File: src/rtl/miriscv_timer.sv
// miriscv_timer: memory-mapped prescaled compare timer with a level interrupt request
module miriscv_timer #(
   parameter int PRESC_W = 16
) (
   input  logic        clk,
   input  logic        reset,
   input  logic        dev_req_i,
   input  logic        dev_we_i,
   input  logic [3:0]  dev_mask_i,
   input  logic [31:0] dev_addr_i,
   input  logic [31:0] dev_wr_data_i,
   output logic [31:0] dev_data_o,
   input  logic        int_rst_i,
   output logic        int_req_o
);
   logic en_q, en_d, ar_q, ar_d, ie_q, ie_d, pend_q, pend_d;
   logic [31:0] count_q, count_d, cmp_q, cmp_d, data_q, data_d, rdata, presc_ext;
   logic [PRESC_W-1:0] presc_q, presc_d, pcnt_q, pcnt_d;
   logic wr, rd, tick, match, ctrl_wr, unused_addr;
   logic [3:0] sel_wr;

   function automatic logic [31:0] merge(input logic [31:0] old, input logic [31:0] wd, input logic [3:0] m);
      for (int b = 0; b < 4; b++) if (m[b]) old[b*8 +: 8] = wd[b*8 +: 8];
      return old;
   endfunction

   assign unused_addr = ^{dev_addr_i[31:4], dev_addr_i[1:0]};

   always_comb begin
      wr = dev_req_i & dev_we_i;
      rd = dev_req_i & ~dev_we_i;
      sel_wr = wr ? 4'b0001 << dev_addr_i[3:2] : 4'b0000;
      ctrl_wr = sel_wr[0] & dev_mask_i[0];
      presc_ext = 32'(presc_q);
      tick = en_q & (pcnt_q == presc_q);
      match = count_q == cmp_q;
      pcnt_d = (en_q & ~tick) ? pcnt_q + 1'b1 : '0;
      count_d = sel_wr[1] ? merge(count_q, dev_wr_data_i, dev_mask_i) :
                !tick     ? count_q :
                !match    ? count_q + 32'd1 :
                ar_q      ? '0 : count_q;
      cmp_d = sel_wr[2] ? merge(cmp_q, dev_wr_data_i, dev_mask_i) : cmp_q;
      presc_d = sel_wr[3] ? PRESC_W'(merge(presc_ext, dev_wr_data_i, dev_mask_i)) : presc_q;
      // a bus write of EN wins over the one-shot self-disable
      en_d = ctrl_wr ? dev_wr_data_i[0] : (tick & match & ~ar_q) ? 1'b0 : en_q;
      ar_d = ctrl_wr ? dev_wr_data_i[1] : ar_q;
      ie_d = ctrl_wr ? dev_wr_data_i[2] : ie_q;
      pend_d = (tick & match) | (pend_q & ~int_rst_i & ~(ctrl_wr & dev_wr_data_i[3]));
      rdata = (dev_addr_i[3:2] == 2'd0) ? {28'd0, pend_q, ie_q, ar_q, en_q} :
              (dev_addr_i[3:2] == 2'd1) ? count_q :
              (dev_addr_i[3:2] == 2'd2) ? cmp_q : presc_ext;
      data_d = rd ? rdata : data_q;
   end

   always_ff @(posedge clk) begin
      if (reset) begin
         en_q    <= 1'b0;
         ar_q    <= 1'b0;
         ie_q    <= 1'b0;
         pend_q  <= 1'b0;
         count_q <= '0;
         cmp_q   <= '1;
         presc_q <= '0;
         pcnt_q  <= '0;
         data_q  <= '0;
      end else begin
         en_q    <= en_d;
         ar_q    <= ar_d;
         ie_q    <= ie_d;
         pend_q  <= pend_d;
         count_q <= count_d;
         cmp_q   <= cmp_d;
         presc_q <= presc_d;
         pcnt_q  <= pcnt_d;
         data_q  <= data_d;
      end
   end

   assign dev_data_o = data_q;
   assign int_req_o  = pend_q & ie_q;
endmodule

File: config.mk
export PLATFORM = sky130hd
export DESIGN_NAME = miriscv_timer
export DESIGN_NICKNAME = d
export VERILOG_FILES = /design/src/rtl/miriscv_timer.sv
export SDC_FILE = /design/constraint.sdc
export NUM_CORES = 1
export LEC_CHECK = 0
export CORE_ASPECT_RATIO = 1.25
export CORE_MARGIN = 2
export CORE_UTILIZATION = 40
export DETAILED_ROUTE_END_ITERATION = 10
export SYNTH_ARGS = -nofsm -noshare
export SYNTH_HDL_FRONTEND = slang
export SYNTH_SLANG_ARGS = --single-unit
File: constraint.sdc
create_clock -name clk -period 2.2 [get_ports clk]
set_input_delay 0.22 -clock clk [delete_from_list [all_inputs] [get_ports clk]]
set_output_delay 0.22 -clock clk [all_outputs]
set_load 0.005 [all_outputs]
==> results of run 1 <==
==> flip-flops by register name (all words and copies together), names as in the netlist <==
signal,flops
en_q,1
dev_data_o,32
pcnt_q,16
presc_q,16
ar_q,1
ie_q,1
cmp_q,32
pend_q,1
count_q,32
==> cells in the mapped netlist (2+ instances only) <==
cell	n	area, sq um
inv_1	8	30.0
o31ai_1	14	105
nor2_1	80	300
and3_1	15	93.8
mux4_2	4	90.1
a211oi_1	28	210
mux2i_1	28	280
nand3_1	47	235
a22oi_1	51	383
a32oi_1	5	43.8
nor2b_1	5	31.3
nor4_1	14	87.6
nor3_1	6	30.0
and4_1	7	61.3
o21ai_0	7	35.0
buf_2	17	85.1
clkbuf_1	42	158
xor2_1	55	482
o31a_1	3	26.3
a32o_1	2	20.0
nand4_1	18	113
ha_1	2	25.0
nand2_1	117	439
and2_1	8	50.1
o2bb2ai_1	2	17.5
a31oi_1	2	12.5
or3_1	3	18.8
buf_1	7	26.3
a2bb2oi_1	8	70.1
a21oi_1	24	120
xnor2_1	12	105
o32ai_1	16	140
mux2_2	9	101
dfxtp_1	132	2640
o22a_1	5	43.8
nor4_2	2	25.0
==> cells by family (layout without fill, tap and decap cells) <==
family | count (synthesis) | in the layout | share of synthesized area
AND/OR/NAND/NOR | 327 | 327 | 0.222
AO/OA/AOI/OAI | 174 | 174 | 0.190
flip-flops | 132 | 132 | 0.386
buffers and inverters | 75 | 257 | 0.0442
XOR/XNOR | 67 | 67 | 0.0857
multiplexers | 41 | 41 | 0.0689
adder cells (fa/ha/maj) | 2 | 2 | 0.00365
==> stage by stage <==
| step | TNS [ns] | setup WS [ns] | power, mW | hold WS [ns] |
|---|---|---|---|---|
| finish | -0.496 | -0.0586 | 5.80 | 0.385 |
| global route | -3.44 | -0.173 | 6.00 | 0.372 |
| CTS | -2.64 | -0.151 | 5.82 | 0.355 |
| detailed placement | -9.10 | -0.393 | 3.13 | 0.485 |
| global placement | -9.47 | -0.384 | 3.12 | 0.467 |
| floorplan | 0 | 0.130 | 2.79 | 0.344 |
==> layout make-up <==
type / instances / area share
Tap cell: 220 / 0.0284
Sequential cell: 132 / 0.273
Multi-Input combinational cell: 611 / 0.438
Clock buffer: 19 / 0.0458
Inverter: 9 / 0.00349
Clock inverter: 13 / 0.0114
Timing Repair Buffer: 216 / 0.199
==> layer usage <==
metal	GRT usage	vias to the layer above	share of wire
li1	-	3316	-
met4	0.105	0	0.024
met3	0.0473	39	0.047
met2	0.457	205	0.51
met5	0	-	0
met1	0.316	3234	0.42
==> report_power, final <==
part / total, mW / internal, mW / switching, mW
Clock: 2.70 / 1.58 / 1.12
Combinational: 0.625 / 0.306 / 0.319
Sequential: 2.48 / 2.45 / 0.0341
==> path summary, 6_finish.rpt <==
path                               start                        to  slack (ns)  cells after the start
setup / recovery  cmp_q[18]$_SDFFE_PP1P_  count_q[19]$_SDFFE_PP0P_       -0.06                      8
hold / removal                     reset     cmp_q[5]$_SDFFE_PP1P_        0.38                      3
setup reg to reg  cmp_q[18]$_SDFFE_PP1P_  count_q[19]$_SDFFE_PP0P_       -0.06                      8
hold reg to reg   cmp_q[18]$_SDFFE_PP1P_    cmp_q[18]$_SDFFE_PP1P_        0.48                      2
==> worst max-delay path, delay by kind of cell, from the launching register on <==
kind | cells | cell delay (ns)
AOI/OAI and AO/OA | 2 | 0.58
xor gates and xnor gates | 1 | 0.17
buffers and inverters | 2 | 0.34
DFF | 1 | 0.33
and+or+nand+nor | 3 | 0.72
==> cells in the final DEF, fill, tap and decap left out, drive strengths merged, types with 15 or more instances in the layout <==
master         count
clkdlybuf4s50     74
buf              142
o32ai             16
nand4             18
a211oi            28
nand3             47
mux2i             28
nor2              80
a22oi             51
clkbuf            19
a21oi             25
xor2              55
nor4              16
and3              15
dfxtp            132
nand2            117
==> what timing repair did <==
item	CTS	global route
endpoints found under the setup margin	33	33
setup buffers	2	0
gates resized for setup	36	29
pin swaps	21	12
==> impl_summary.md, run 1 <==
Synthesis
The netlist area before placement is 6850 sq um. The post-synthesis average cell area is 8.37 sq um. The net count after synthesis is 893.

The number of enable-type register cells in the synthesized netlist is 0. The synthesized flop and latch total is 132. In the synthesized netlist the async set-or-reset flop fraction comes to 0.

The number of different library cells in the post-synthesis netlist is 49. The post-synthesis instance total is 818. The Yosys step of the flow raised 0 warnings. The most frequently used flop master after synthesis is dfxtp_1. For this run, the register share of the synthesized area comes to 0.386.

Place
The final HPWL from detailed placement is 17200 um. The routability-driven placement congestion ratio is 0.929. The standard cell area after detailed placement is a little under 9000 sq um. Counting tap cells, the placed design contains a total of 1186 instances. The count of input and output buffers is 75.

Pwr
The worst IR drop on VDD is 0.000499 V. The power density over the cells is 600 nW/um^2. Summed over all cells, the static leakage comes to between 3 and 4 nW.

GRT
The remaining global-route overflow is 0. The maximum number of pins on one net before global-route repair is 76. The number of global-route vias before repair was 6821. The initial antenna violation count is 0. The overall routing resource usage is 0.261.

The first global-routing pass estimated around 36000 um of wire.

Clock tree
The tree is rooted in a clkbuf_16. The quantity of hold-fixing buffers added after cts is 0. The later-pin clock latency in the skew report is 0.43 ns. The clock tree synthesis step divided the H-tree into 4 levels. The clock passes through at most 2 buffers.

The TritonCTS sink count is 132. TritonCTS built the clock tree. In this run, CTS created clock tree buffers numbering 17. Clock-pin slew was measured on the worst setup and hold paths at 0.06 ns.

Finish
The layout net count is between 1000 and 1500. The final standard cell utilization of the core is 0.577. Relative to the synthesized area, the layout overhead comes to 41.3%. After filler insertion, the fill cell instance count of the layout stands at 1535.

The antenna diode count is 0. The area taken by flip-flops and latches is 2650 sq um. For this run, the number of standard cells in the final layout without fillers is 1220. Of the cells placed in the final design, the portion with a size suffix greater than 1 is 0.237. The multi-input gate area in the final layout is 4240 sq um. With fillers left out, the area of the finished cells amounts to 9680 sq um.

Critical path
Of all nets on the critical path, the largest fanout is 8. Data on the critical path is required at its endpoint by 2.51 ns. The critical path is of the reg -> reg type. The kind of start point of the critical path is a flip-flop. Walking the worst path, the cells encountered are xor2_1 > nor4_2 > buf_4 > nand4_1 > o311a_1 > buf_6 > or2_4 > a32o_1. The library cell contributing the largest single delay on the critical path is nor4_2. Data on the critical path arrives at its endpoint at 2.57 ns. The type of destination of the critical path is a flip-flop. On the worst path, the slowest cell contributes a delay of 0.36 ns.

Route
For this block, the initial DRC count from the detailed router was 501. For this block, the routed nets add up to 23300 um of wire. The iteration count of the initial detailed-routing pass is 5. The via density per instance is 5.57.

Across all layers, the routed design uses 6794 vias. The detailed-route DRC error count is 0. After detailed routing, the average wire length per cell comes to between 15 and 20 um. The post-detailed-route count of antenna-violating nets is 0.

Floorplan
The floorplan die height is between 150 and 200 um. The overall die area is 18200 sq um. The core box area is around 17000 sq um.

The chip width is 121 um. The effective utilization at floorplan is 0.408. For this design the top-level I/O count stands at roughly 110. In this run the core area contains 53 standard-cell rows.

Timing
The timing-limited maximum frequency is 0.443 GHz. The number of slew-limit violations in the final report is 0. At the pin with the least slew margin, the transition time is 0.982 ns. On the final layout, the worst clock skew is 0.0116 ns.

Setup repair after global routing could not meet its margin everywhere. Measured against its own limit, the worst slew margin works out to 0.345. Setup violations remaining at the end of the flow were counted as 17.

The hold violation count in the final report was 0. The final worst slack is -0.0586 ns. The minimum clock period is 2.26 ns. In the finished design, the share of the clock period the worst path needs comes to 1.03.

Job
Across the run, the number of max-cap violations was 0.

Run status
The flow ran to the end, but the final reports show violations. The final reports fail on negative setup slack.

Hold path
The type of the tightest min-delay check is in -> reg.
Note: power is estimated with default switching activity, not from simulation.
==> run 2, diff against run 1 <==
Settings changed: ABC_CLOCK_PERIOD_IN_PS from default to 2200.
==> results of run 2 <==
The final DEF is identical to that of run 1; final timing and power are the same.
